`src/rtl/noc_pkg.sv`:
```
// rtl/noc_pkg.sv - shared route-computation types, port indices and helpers
package noc_pkg;

  typedef enum logic [1:0] {
    RC_IDLE  = 2'd0,
    RC_READ  = 2'd1,
    RC_ROUTE = 2'd2,
    RC_GRANT = 2'd3
  } rc_state_e;

  localparam int P_XM    = 0;
  localparam int P_YP    = 1;
  localparam int P_XP    = 2;
  localparam int P_YM    = 3;
  localparam int P_LOCAL = 4;

  typedef logic [1:0]  coord_t;
  typedef logic [31:0] flit_t;

  // Isolates the least-significant set bit (two's-complement trick); callers zero-extend.
  function automatic logic [31:0] lowest_bit(input logic [31:0] v);
    return v & (~v + 32'd1);
  endfunction

endpackage

```
`src/rtl/rc_route_unit_if.sv`:
```
// rtl/rc_route_unit_if.sv - FIFO-side and channel-side signals of one RC input port
interface rc_route_unit_if #(
  parameter int DATA_W = 32,
  parameter int NCH    = 10
);
  logic              fifo_empty;
  logic              fifo_rd;
  logic              fifo_gnt;
  logic [DATA_W-1:0] fifo_data;
  logic [NCH-1:0]    ch_req;
  logic [NCH-1:0]    ch_gnt;
  logic [NCH-1:0]    ch_sel;
  logic [DATA_W-1:0] pkt_out;
  logic              pkt_valid;
  logic              route_err;

  modport master (
    input  fifo_empty, fifo_gnt, fifo_data, ch_gnt,
    output fifo_rd, ch_req, ch_sel, pkt_out, pkt_valid, route_err
  );

  modport slave (
    output fifo_empty, fifo_gnt, fifo_data, ch_gnt,
    input  fifo_rd, ch_req, ch_sel, pkt_out, pkt_valid, route_err
  );
endinterface

```
`src/rtl/rc_route_calc.sv`:
```
// rtl/rc_route_calc.sv - combinational dimension-order port select plus out-of-mesh check
module rc_route_calc
  import noc_pkg::*;
#(
  parameter int COORD_W = 2,
  parameter int MESH_X  = 4,
  parameter int MESH_Y  = 4,
  parameter int YX_MODE = 0
) (
  input  logic [COORD_W-1:0] dst_x,
  input  logic [COORD_W-1:0] dst_y,
  input  logic [COORD_W-1:0] cur_x,
  input  logic [COORD_W-1:0] cur_y,
  output logic [2:0]         port,
  output logic               err
);

  always_comb begin
    port = 3'(P_LOCAL);
    if (YX_MODE == 0) begin
      if (dst_x < cur_x)      port = 3'(P_XM);
      else if (dst_x > cur_x) port = 3'(P_XP);
      else if (dst_y > cur_y) port = 3'(P_YP);
      else if (dst_y < cur_y) port = 3'(P_YM);
    end else begin
      if (dst_y > cur_y)      port = 3'(P_YP);
      else if (dst_y < cur_y) port = 3'(P_YM);
      else if (dst_x < cur_x) port = 3'(P_XM);
      else if (dst_x > cur_x) port = 3'(P_XP);
    end
  end

  assign err = (32'(dst_x) >= MESH_X) || (32'(dst_y) >= MESH_Y);

endmodule

```
`src/rtl/rc_route_unit.sv`:
```
// rtl/rc_route_unit.sv - BiNoC input-port route computation: pop head flit, route, request, await grant
module rc_route_unit
  import noc_pkg::*;
#(
  parameter int DATA_W      = 32,
  parameter int COORD_W     = 2,
  parameter int MESH_X      = 4,
  parameter int MESH_Y      = 4,
  parameter int NUM_PORTS   = 5,
  parameter int CH_PER_PORT = 2,
  parameter int YX_MODE     = 0
) (
  input  logic               clk,
  input  logic               rst,
  input  logic [COORD_W-1:0] cur_x,
  input  logic [COORD_W-1:0] cur_y,
  rc_route_unit_if.master    bus
);

  localparam int NCH = NUM_PORTS * CH_PER_PORT;

  localparam logic [1:0] S_IDLE  = RC_IDLE;
  localparam logic [1:0] S_READ  = RC_READ;
  localparam logic [1:0] S_ROUTE = RC_ROUTE;
  localparam logic [1:0] S_GRANT = RC_GRANT;

  logic [1:0]        state_q, state_d;
  logic              fifo_rd_q, fifo_rd_d;
  logic [NCH-1:0]    ch_req_q, ch_req_d;
  logic [NCH-1:0]    ch_sel_q, ch_sel_d;
  logic [DATA_W-1:0] buf_q, buf_d;
  logic              pkt_valid_q, pkt_valid_d;
  logic              route_err_q, route_err_d;

  logic [COORD_W-1:0] dst_x, dst_y;
  logic [2:0]         port;
  logic               err;
  logic [NCH-1:0]     port_mask;
  logic [NCH-1:0]     match;

  assign dst_x = buf_q[DATA_W-1 -: COORD_W];
  assign dst_y = buf_q[DATA_W-1-COORD_W -: COORD_W];

  rc_route_calc #(
    .COORD_W (COORD_W),
    .MESH_X  (MESH_X),
    .MESH_Y  (MESH_Y),
    .YX_MODE (YX_MODE)
  ) u_calc (
    .dst_x (dst_x),
    .dst_y (dst_y),
    .cur_x (cur_x),
    .cur_y (cur_y),
    .port  (port),
    .err   (err)
  );

  assign port_mask = NCH'({CH_PER_PORT{1'b1}}) << (32'(port) * CH_PER_PORT);
  // Grants on channels we never asked for are masked off here.
  assign match     = bus.ch_gnt & ch_req_q;

  always_comb begin
    state_d     = state_q;
    fifo_rd_d   = 1'b0;
    ch_req_d    = ch_req_q;
    ch_sel_d    = '0;
    buf_d       = buf_q;
    pkt_valid_d = pkt_valid_q;
    route_err_d = 1'b0;
    case (state_q)
      S_IDLE: begin
        if (!bus.fifo_empty) begin
          fifo_rd_d = 1'b1;
          state_d   = S_READ;
        end
      end
      S_READ: begin
        if (bus.fifo_gnt) begin
          buf_d   = bus.fifo_data;
          state_d = S_ROUTE;
        end
      end
      S_ROUTE: begin
        pkt_valid_d = 1'b1;
        if (err) begin
          route_err_d = 1'b1;
          pkt_valid_d = 1'b0;
          state_d     = S_IDLE;
        end else begin
          ch_req_d = port_mask;
          state_d  = S_GRANT;
        end
      end
      S_GRANT: begin
        if (|match) begin
          ch_sel_d    = NCH'(lowest_bit(32'(match)));
          ch_req_d    = '0;
          pkt_valid_d = 1'b0;
          state_d     = S_IDLE;
        end
      end
      default: state_d = S_IDLE;
    endcase
  end

  always_ff @(posedge clk) begin
    if (rst) begin
      state_q     <= S_IDLE;
      fifo_rd_q   <= 1'b0;
      ch_req_q    <= '0;
      ch_sel_q    <= '0;
      buf_q       <= '0;
      pkt_valid_q <= 1'b0;
      route_err_q <= 1'b0;
    end else begin
      state_q     <= state_d;
      fifo_rd_q   <= fifo_rd_d;
      ch_req_q    <= ch_req_d;
      ch_sel_q    <= ch_sel_d;
      buf_q       <= buf_d;
      pkt_valid_q <= pkt_valid_d;
      route_err_q <= route_err_d;
    end
  end

  assign bus.fifo_rd   = fifo_rd_q;
  assign bus.ch_req    = ch_req_q;
  assign bus.ch_sel    = ch_sel_q;
  assign bus.pkt_out   = buf_q;
  assign bus.pkt_valid = pkt_valid_q;
  assign bus.route_err = route_err_q;

endmodule

```
`src/flat_wrapper.sv`:
```
// flat-port wrapper written by rule: the top's interface ports become plain ports
module rc_route_unit_flat import noc_pkg::*;
#(
  parameter int DATA_W      = 32,
  parameter int COORD_W     = 2,
  parameter int MESH_X      = 4,
  parameter int MESH_Y      = 4,
  parameter int NUM_PORTS   = 5,
  parameter int CH_PER_PORT = 2,
  parameter int YX_MODE     = 0
)
  (clk, rst, cur_x, cur_y, bus_fifo_empty, bus_fifo_gnt, bus_fifo_data, bus_ch_gnt, bus_fifo_rd, bus_ch_req, bus_ch_sel, bus_pkt_out, bus_pkt_valid, bus_route_err);
  rc_route_unit_if #(.DATA_W(DATA_W), .NCH(10)) bus_i ();
  input  logic clk;
  input  logic rst;
  input  logic [COORD_W-1:0] cur_x;
  input  logic [COORD_W-1:0] cur_y;
  input wire logic [$bits(bus_i.fifo_empty)-1:0] bus_fifo_empty;
  input wire logic [$bits(bus_i.fifo_gnt)-1:0] bus_fifo_gnt;
  input wire logic [$bits(bus_i.fifo_data)-1:0] bus_fifo_data;
  input wire logic [$bits(bus_i.ch_gnt)-1:0] bus_ch_gnt;
  output wire logic [$bits(bus_i.fifo_rd)-1:0] bus_fifo_rd;
  output wire logic [$bits(bus_i.ch_req)-1:0] bus_ch_req;
  output wire logic [$bits(bus_i.ch_sel)-1:0] bus_ch_sel;
  output wire logic [$bits(bus_i.pkt_out)-1:0] bus_pkt_out;
  output wire logic [$bits(bus_i.pkt_valid)-1:0] bus_pkt_valid;
  output wire logic [$bits(bus_i.route_err)-1:0] bus_route_err;
  assign bus_i.fifo_empty = bus_fifo_empty;
  assign bus_i.fifo_gnt = bus_fifo_gnt;
  assign bus_i.fifo_data = bus_fifo_data;
  assign bus_i.ch_gnt = bus_ch_gnt;
  assign bus_fifo_rd = bus_i.fifo_rd;
  assign bus_ch_req = bus_i.ch_req;
  assign bus_ch_sel = bus_i.ch_sel;
  assign bus_pkt_out = bus_i.pkt_out;
  assign bus_pkt_valid = bus_i.pkt_valid;
  assign bus_route_err = bus_i.route_err;
  rc_route_unit #(.DATA_W(DATA_W), .COORD_W(COORD_W), .MESH_X(MESH_X), .MESH_Y(MESH_Y), .NUM_PORTS(NUM_PORTS), .CH_PER_PORT(CH_PER_PORT), .YX_MODE(YX_MODE)) u_core (.clk(clk), .rst(rst), .cur_x(cur_x), .cur_y(cur_y), .bus(bus_i));
endmodule
```
`config.mk`:
```
export PLATFORM = sky130hd
export DESIGN_NAME = rc_route_unit_flat
export DESIGN_NICKNAME = d
export VERILOG_FILES = /design/src/rtl/noc_pkg.sv /design/src/rtl/rc_route_unit_if.sv /design/src/rtl/rc_route_calc.sv /design/src/rtl/rc_route_unit.sv /design/src/flat_wrapper.sv
export SDC_FILE = /design/constraint.sdc
export NUM_CORES = 1
export LEC_CHECK = 0
export CORE_MARGIN = 10
export CORE_UTILIZATION = 40
export CTS_CLUSTER_SIZE = 16
export DETAILED_ROUTE_END_ITERATION = 10
export GPL_ROUTABILITY_DRIVEN = 0
export MAX_ROUTING_LAYER = met4
export PLACE_DENSITY = 0.8
export SLEW_MARGIN = 5
export SYNTH_ARGS = -nofsm -noshare
export SYNTH_HDL_FRONTEND = slang
export SYNTH_HIERARCHICAL = 1
export SYNTH_SLANG_ARGS = --single-unit
```
`constraint.sdc`:
```
create_clock -name clk -period 1.6 [get_ports clk]
set_input_delay 0.4 -clock clk [delete_from_list [all_inputs] [get_ports clk]]
set_output_delay 0.4 -clock clk [all_outputs]
set_load 0.005 [all_outputs]
```
==> results of run 1 <==
## timing repair
action,CTS,global route
setup endpoints to repair,20,24
pin swaps,10,13
gates resized for setup,29,25
endpoints found under the hold margin,0,0
setup buffers,3,0
## worst max path at each step
stage          cells past startpoint                   start                    to
6_report                           1    u_core/bus.ch_req[7]         bus_ch_req[7]
5_1_grt                            5           bus_ch_gnt[2]  u_core/bus.ch_req[3]
4_1_cts                            1  u_core/bus.pkt_out[18]       bus_pkt_out[18]
3_5_place_dp                       7                cur_y[1]  u_core/bus.ch_req[3]
3_3_place_gp                       7                cur_y[1]  u_core/bus.ch_req[7]
2_1_floorplan                      6                cur_y[1]  u_core/bus.ch_req[3]
## metrics by stage
| step | util [%] | total power [mW] | hold WS, ps | std cells |
|---|---|---|---|---|
| final | 69.4 | 2.69 | 458 | 440 |
| after global routing | 69.4 | 2.81 | 479 | 440 |
| after CTS | 67.9 | 2.72 | 459 | 440 |
| after detailed placement | 64.8 | 1.93 | 446 | 429 |
| after global placement | 64.8 | 1.92 | 442 | 429 |
| after floorplan | - | 1.61 | 453 | 250 |
## Yosys cell counts, drive strengths merged (2+ instances only)
cell     n  share of area (%)
a21oi   36                8.7
a32o     2               0.97
and3b    2               0.91
and4     2               0.97
buf     12                3.9
clkbuf   7                1.3
dfxtp   52                 50
ha       4                2.4
inv      8                1.4
nand2   78                 14
nand3    5                1.2
nor2     7                1.3
nor2b    2               0.60
nor3     5                1.4
nor3b    3                1.3
o21ai    5                1.6
## worst min-delay path: cells and delay by family (launching register included)
| family | cells | cell delay [ps] |
|---|---|---|
| AO/OA/AOI/OAI | 1 | 50 |
| AND/OR/NAND/NOR | 1 | 50 |
| flip-flops | 1 | 320 |
## layer usage
| metal | up-vias | track usage (%) |
|---|---|---|
| met3 | 11 | 4.40 |
| met2 | 62 | 26.1 |
| met4 | 0 | 6.68 |
| met5 | - | - |
| li1 | 1062 | - |
| met1 | 957 | 16.3 |
## cells by family (layout without fill, tap and decap cells)
group / after synthesis / count (layout) / synth area share [%]
simple gates: 114 / 114 / 25.3
buf+inv: 27 / 147 / 6.58
flops: 52 / 52 / 50.2
fa+ha+maj: 4 / 4 / 2.42
compound gates: 52 / 52 / 15.3
other cells: 1 / 1 / 0.181
## area by class of cell
class / instances / area, um2 / share of cell area (%)
clock buffer: 8 / 90.1 / 2.56
tap: 70 / 87.6 / 2.49
timing repair buffer: 131 / 1300 / 37.0
inverter: 8 / 30.0 / 0.853
multi-input combinational: 171 / 950 / 27.0
sequential: 52 / 1060 / 30.1
## state kept, by name, summed over array words and instances, names as in the netlist
signal and cells:
u_core/state_q 2, u_core/bus.fifo_rd 1, u_core/bus.pkt_out 32, u_core/bus.ch_sel 10, u_core/bus.pkt_valid 1, u_core/bus.route_err 1, u_core/bus.ch_req 5
## where the power goes
part | total, mW | internal, mW | switching [mW]
Sequential | 1.38 | 1.35 | 0.0349
Combinational | 0.531 | 0.308 | 0.223
Clock | 0.773 | 0.354 | 0.419
==> run metrics, run 1 <==
DR WL/cell ~15 um; Worst Hold Depth 2; share of cells above drive strength 1 between 15 and 20%; Starting Density ~40%; synthesized area per cell 8.29 um2; flops & latches, synth 52; core box area 5070 um2; DIE WIDTH around 92 um; Layout Nets between 400 and 500; final slew viol count 0; max frequency 640 MHz; crit path capture type primary output; drt via density between 4 and 5; R2R depth 4; CTS sink count 52; detailed placement HPWL 4980 um; die area 8460 um2; Synth Net Count roughly 300; status finished, final reports clean; Diodes inserted 0; crit-path max FO 2; fin area between 3000 and 4000 um2; WP data required between 1000 and 1500 ps; static leakage approximately 1.7 nW; Mapped Area 2070 um2; fillers 440; grt total ovfl 0; CTS tree yes; drt initial violations approximately 120; number of global-route vias before repair roughly 2,200; clock skew 4.14 ps; Final setup viols 0; CP arrival 1160 ps; Hold Crit Class flop to flop; Hold Crit Start u_core/bus.pkt_out[3]; power per cell area about 760 nW/um2; crit-path cells clkdlybuf4s50_1; Netlist cell types between 40 and 50; Most used DFF post-synth dfxtp_1; CP max-delay cell clkdlybuf4s50_1; clk slew on worst S/H paths around 90 ps; Clock Tree Root clkbuf_8; Ports approximately 110; CTS H-tree depth 2; total CTS buffers 5; Top Metal Used met4; number of iterations in the first detailed-routing pass 4; CP Buf/Inv Count 1; max incr delay on CP 500 ps; first-pass GRT wire length around 10,000 um; dpl cell area 3290 um2; Area Overhead vs Synth 69.9%; number of synthesized flops with an enable pin 0; Max Cap Viol 0; worst-case vdd ir drop 0.509 mV; DRC 0; wl on met1 about 2700 um; post-route ant nets 0; min cycle time layout between 1500 and 2000 ps; vias between 2,000 and 2,500; pre-CTS setup slack -478 ps; register area share after synthesis between 50 and 60%; Setup TNS 0 ps; antenna violations before repair 0; r2r startpoint u_core/state_q[1]; total wire length around 6600 um; CP top delay family buffers and inverters; synth warn 6; Setup CP Type flop to primary output; clk buf depth 2; clock latency at the later pin of the worst-skew pair approximately 310 ps; Routed met2 length around 3300 um; largest net degree at the start of global routing 31; asr flop ratio synth 0%; total track usage between 10% and 20%; Syn Inst Count 250; startpoint types flop; reg2reg setup slack about 110 ps; Final Cycle Share between 90% and 100%; most frequent cells in the layout nand2_1 (77), clkdlybuf4s50_1 (73), dfxtp_1 (44); Worst Hold End u_core/bus.pkt_out[3]; commonest non-fill, non-tap cell in the layout nand2_1; port bufs ~100; final worst-path setup slack approximately 37 ps; RSZ-0062 raised after global routing true; DIE HEIGHT between 90 and 100 um; Post-CTS Hold Fix Bufs 0; capture point of the worst reg-to-reg path u_core/bus.ch_req[5]; Hold Fails Final Rpt 0; routed length on met3 373 um; row count 26
Note: power is estimated with default switching activity, not from simulation.
==> inputs of run 2 (changes only) <==
--- a/config.mk
+++ b/config.mk
@@ -8,5 +8,4 @@
 export CORE_MARGIN = 10
 export CORE_UTILIZATION = 40
-export CTS_CLUSTER_SIZE = 16
 export DETAILED_ROUTE_END_ITERATION = 10
 export GPL_ROUTABILITY_DRIVEN = 0
==> constraint.sdc (replaced) <==
create_clock -name clk -period 1.6 [get_ports clk]
set_input_delay 0.32 -clock clk [delete_from_list [all_inputs] [get_ports clk]]
set_output_delay 0.32 -clock clk [all_outputs]
set_load 0.005 [all_outputs]
==> run metrics, run 2 (same netlist as run 1, synthesis figures left out) <==
status finished, final reports clean; crit-path max FO 6; grt total ovfl 0; max incr delay on CP between 500 and 600 ps; CTS sink count 52; share of cells above drive strength 1 roughly 16%; port bufs 104; total wire length about 6400 um; core box area between 5000 and 6000 um2; max FFs per register 32; Setup CP Type flop to primary output; clk slew on worst S/H paths around 90 ps; DIE WIDTH roughly 92 um; CP Buf/Inv Count 1; detailed placement HPWL 4930 um; CP arrival approximately 1200 ps; final slew viol count 0; crit path capture type primary output; Layout Nets between 400 and 500; DR WL/cell 14.6 um; Starting Density 40.8%; Finished Core Util around two thirds; total CTS buffers 5; startpoint types flop; final worst-path setup slack roughly 66 ps; RSZ-0062 raised after global routing false; number of global-route vias before repair about 2,200; Ports around 110; max frequency approximately 650 MHz; crit-path cells clkdlybuf4s50_1; drt via density 4.83; CP max-delay cell clkdlybuf4s50_1; number of iterations in the first detailed-routing pass 4; first-pass GRT wire length 10,300 um; Diodes inserted 0; Final setup viols 0; Max Cap Viol 0; largest net degree at the start of global routing 31; placed cell count roughly 430; power per cell area about 770 nW/um2; Clock Tree Root clkbuf_8; row count 26; commonest non-fill, non-tap cell in the layout clkdlybuf4s50_1; CTS tree yes; total design power about 2.6 mW; clk buf depth 2; hold_ws 456 ps; Final Cycle Share 95.9%; worst-case vdd ir drop 0.426 mV; DRC 0; pre-CTS setup slack -425 ps; post-route ant nets 0; drt initial violations ~120; DIE HEIGHT about 92 um; most frequent cells in the layout clkdlybuf4s50_1 (100), nand2_1 (77), dfxtp_1 (44); min cycle time layout 1530 ps; clock skew 2.33 ps; static leakage 1.30 nW; clock latency at the later pin of the worst-skew pair about 300 ps; Area Overhead vs Synth 65.9%; Post-CTS Hold Fix Bufs 0; vias roughly 2,100; WP data required 1280 ps; Hold Fails Final Rpt 0; antenna violations before repair 0; CP top delay family buffers and inverters; Non-Filler Instances roughly 440; total track usage between 10% and 20%; die area around 8500 um2; CTS H-tree depth 2; Hold Crit Class flop to flop
==> run 2: repair_timing <==
| item | 4_1_cts | 5_1_grt |
|---|---|---|
| resized for setup | 13 | 10 |
| endpoints found under the setup margin | 9 | 8 |
| setup buffers | 1 | 0 |
| pin swaps | 6 | 11 |
| endpoints found under the hold margin | 0 | 0 |
==> run 2: worst paths after layout <==
path,end,startpoint,slack [ps],depth (start not counted)
min reg2reg,u_core/bus.pkt_out[27],u_core/bus.pkt_out[27],460,2
max reg2reg,u_core/bus.ch_req[3],u_core/bus.pkt_out[28],110,6
max,bus_ch_req[9],u_core/bus.ch_req[8],70,1
min,u_core/bus.pkt_out[27],u_core/bus.pkt_out[27],460,2
==> run 2: report_power, final <==
part	internal (mW)	switching (mW)	leakage, nW	total (mW)
sequential	1.35	0.0374	0.426	1.39
combinational	0.318	0.218	0.837	0.536
clock	0.299	0.415	0.0410	0.714
==> run 2: final cells by class <==
| type | instances | area (um2) |
|---|---|---|
| clock buffer | 6 | 72.6 |
| clock inverter | 1 | 5.00 |
| fill | 446 | 1640 |
| inverter | 8 | 30.0 |
| multi-input combinational | 171 | 951 |
| sequential | 52 | 1050 |
| tap | 70 | 87.6 |
| timing repair buffer | 128 | 1240 |
==> run 2: metal layers <==
metal  GRT usage, %  vias to the layer above  share of wire [%]
met3           4.24                       10                6.0
met4           6.56                        0                2.0
li1               -                     1056                  -
met5              -                        -                  0
met1           16.3                      964                 41
met2           25.3                       76                 51
==> run 2: per-stage QoR <==
stage	area [um2]	TNS (ps)
after floorplan	2070	0
after global placement	3280	-2150
after detailed placement	3280	-2550
after CTS	3410	0
after global routing	3440	0
final	3440	0
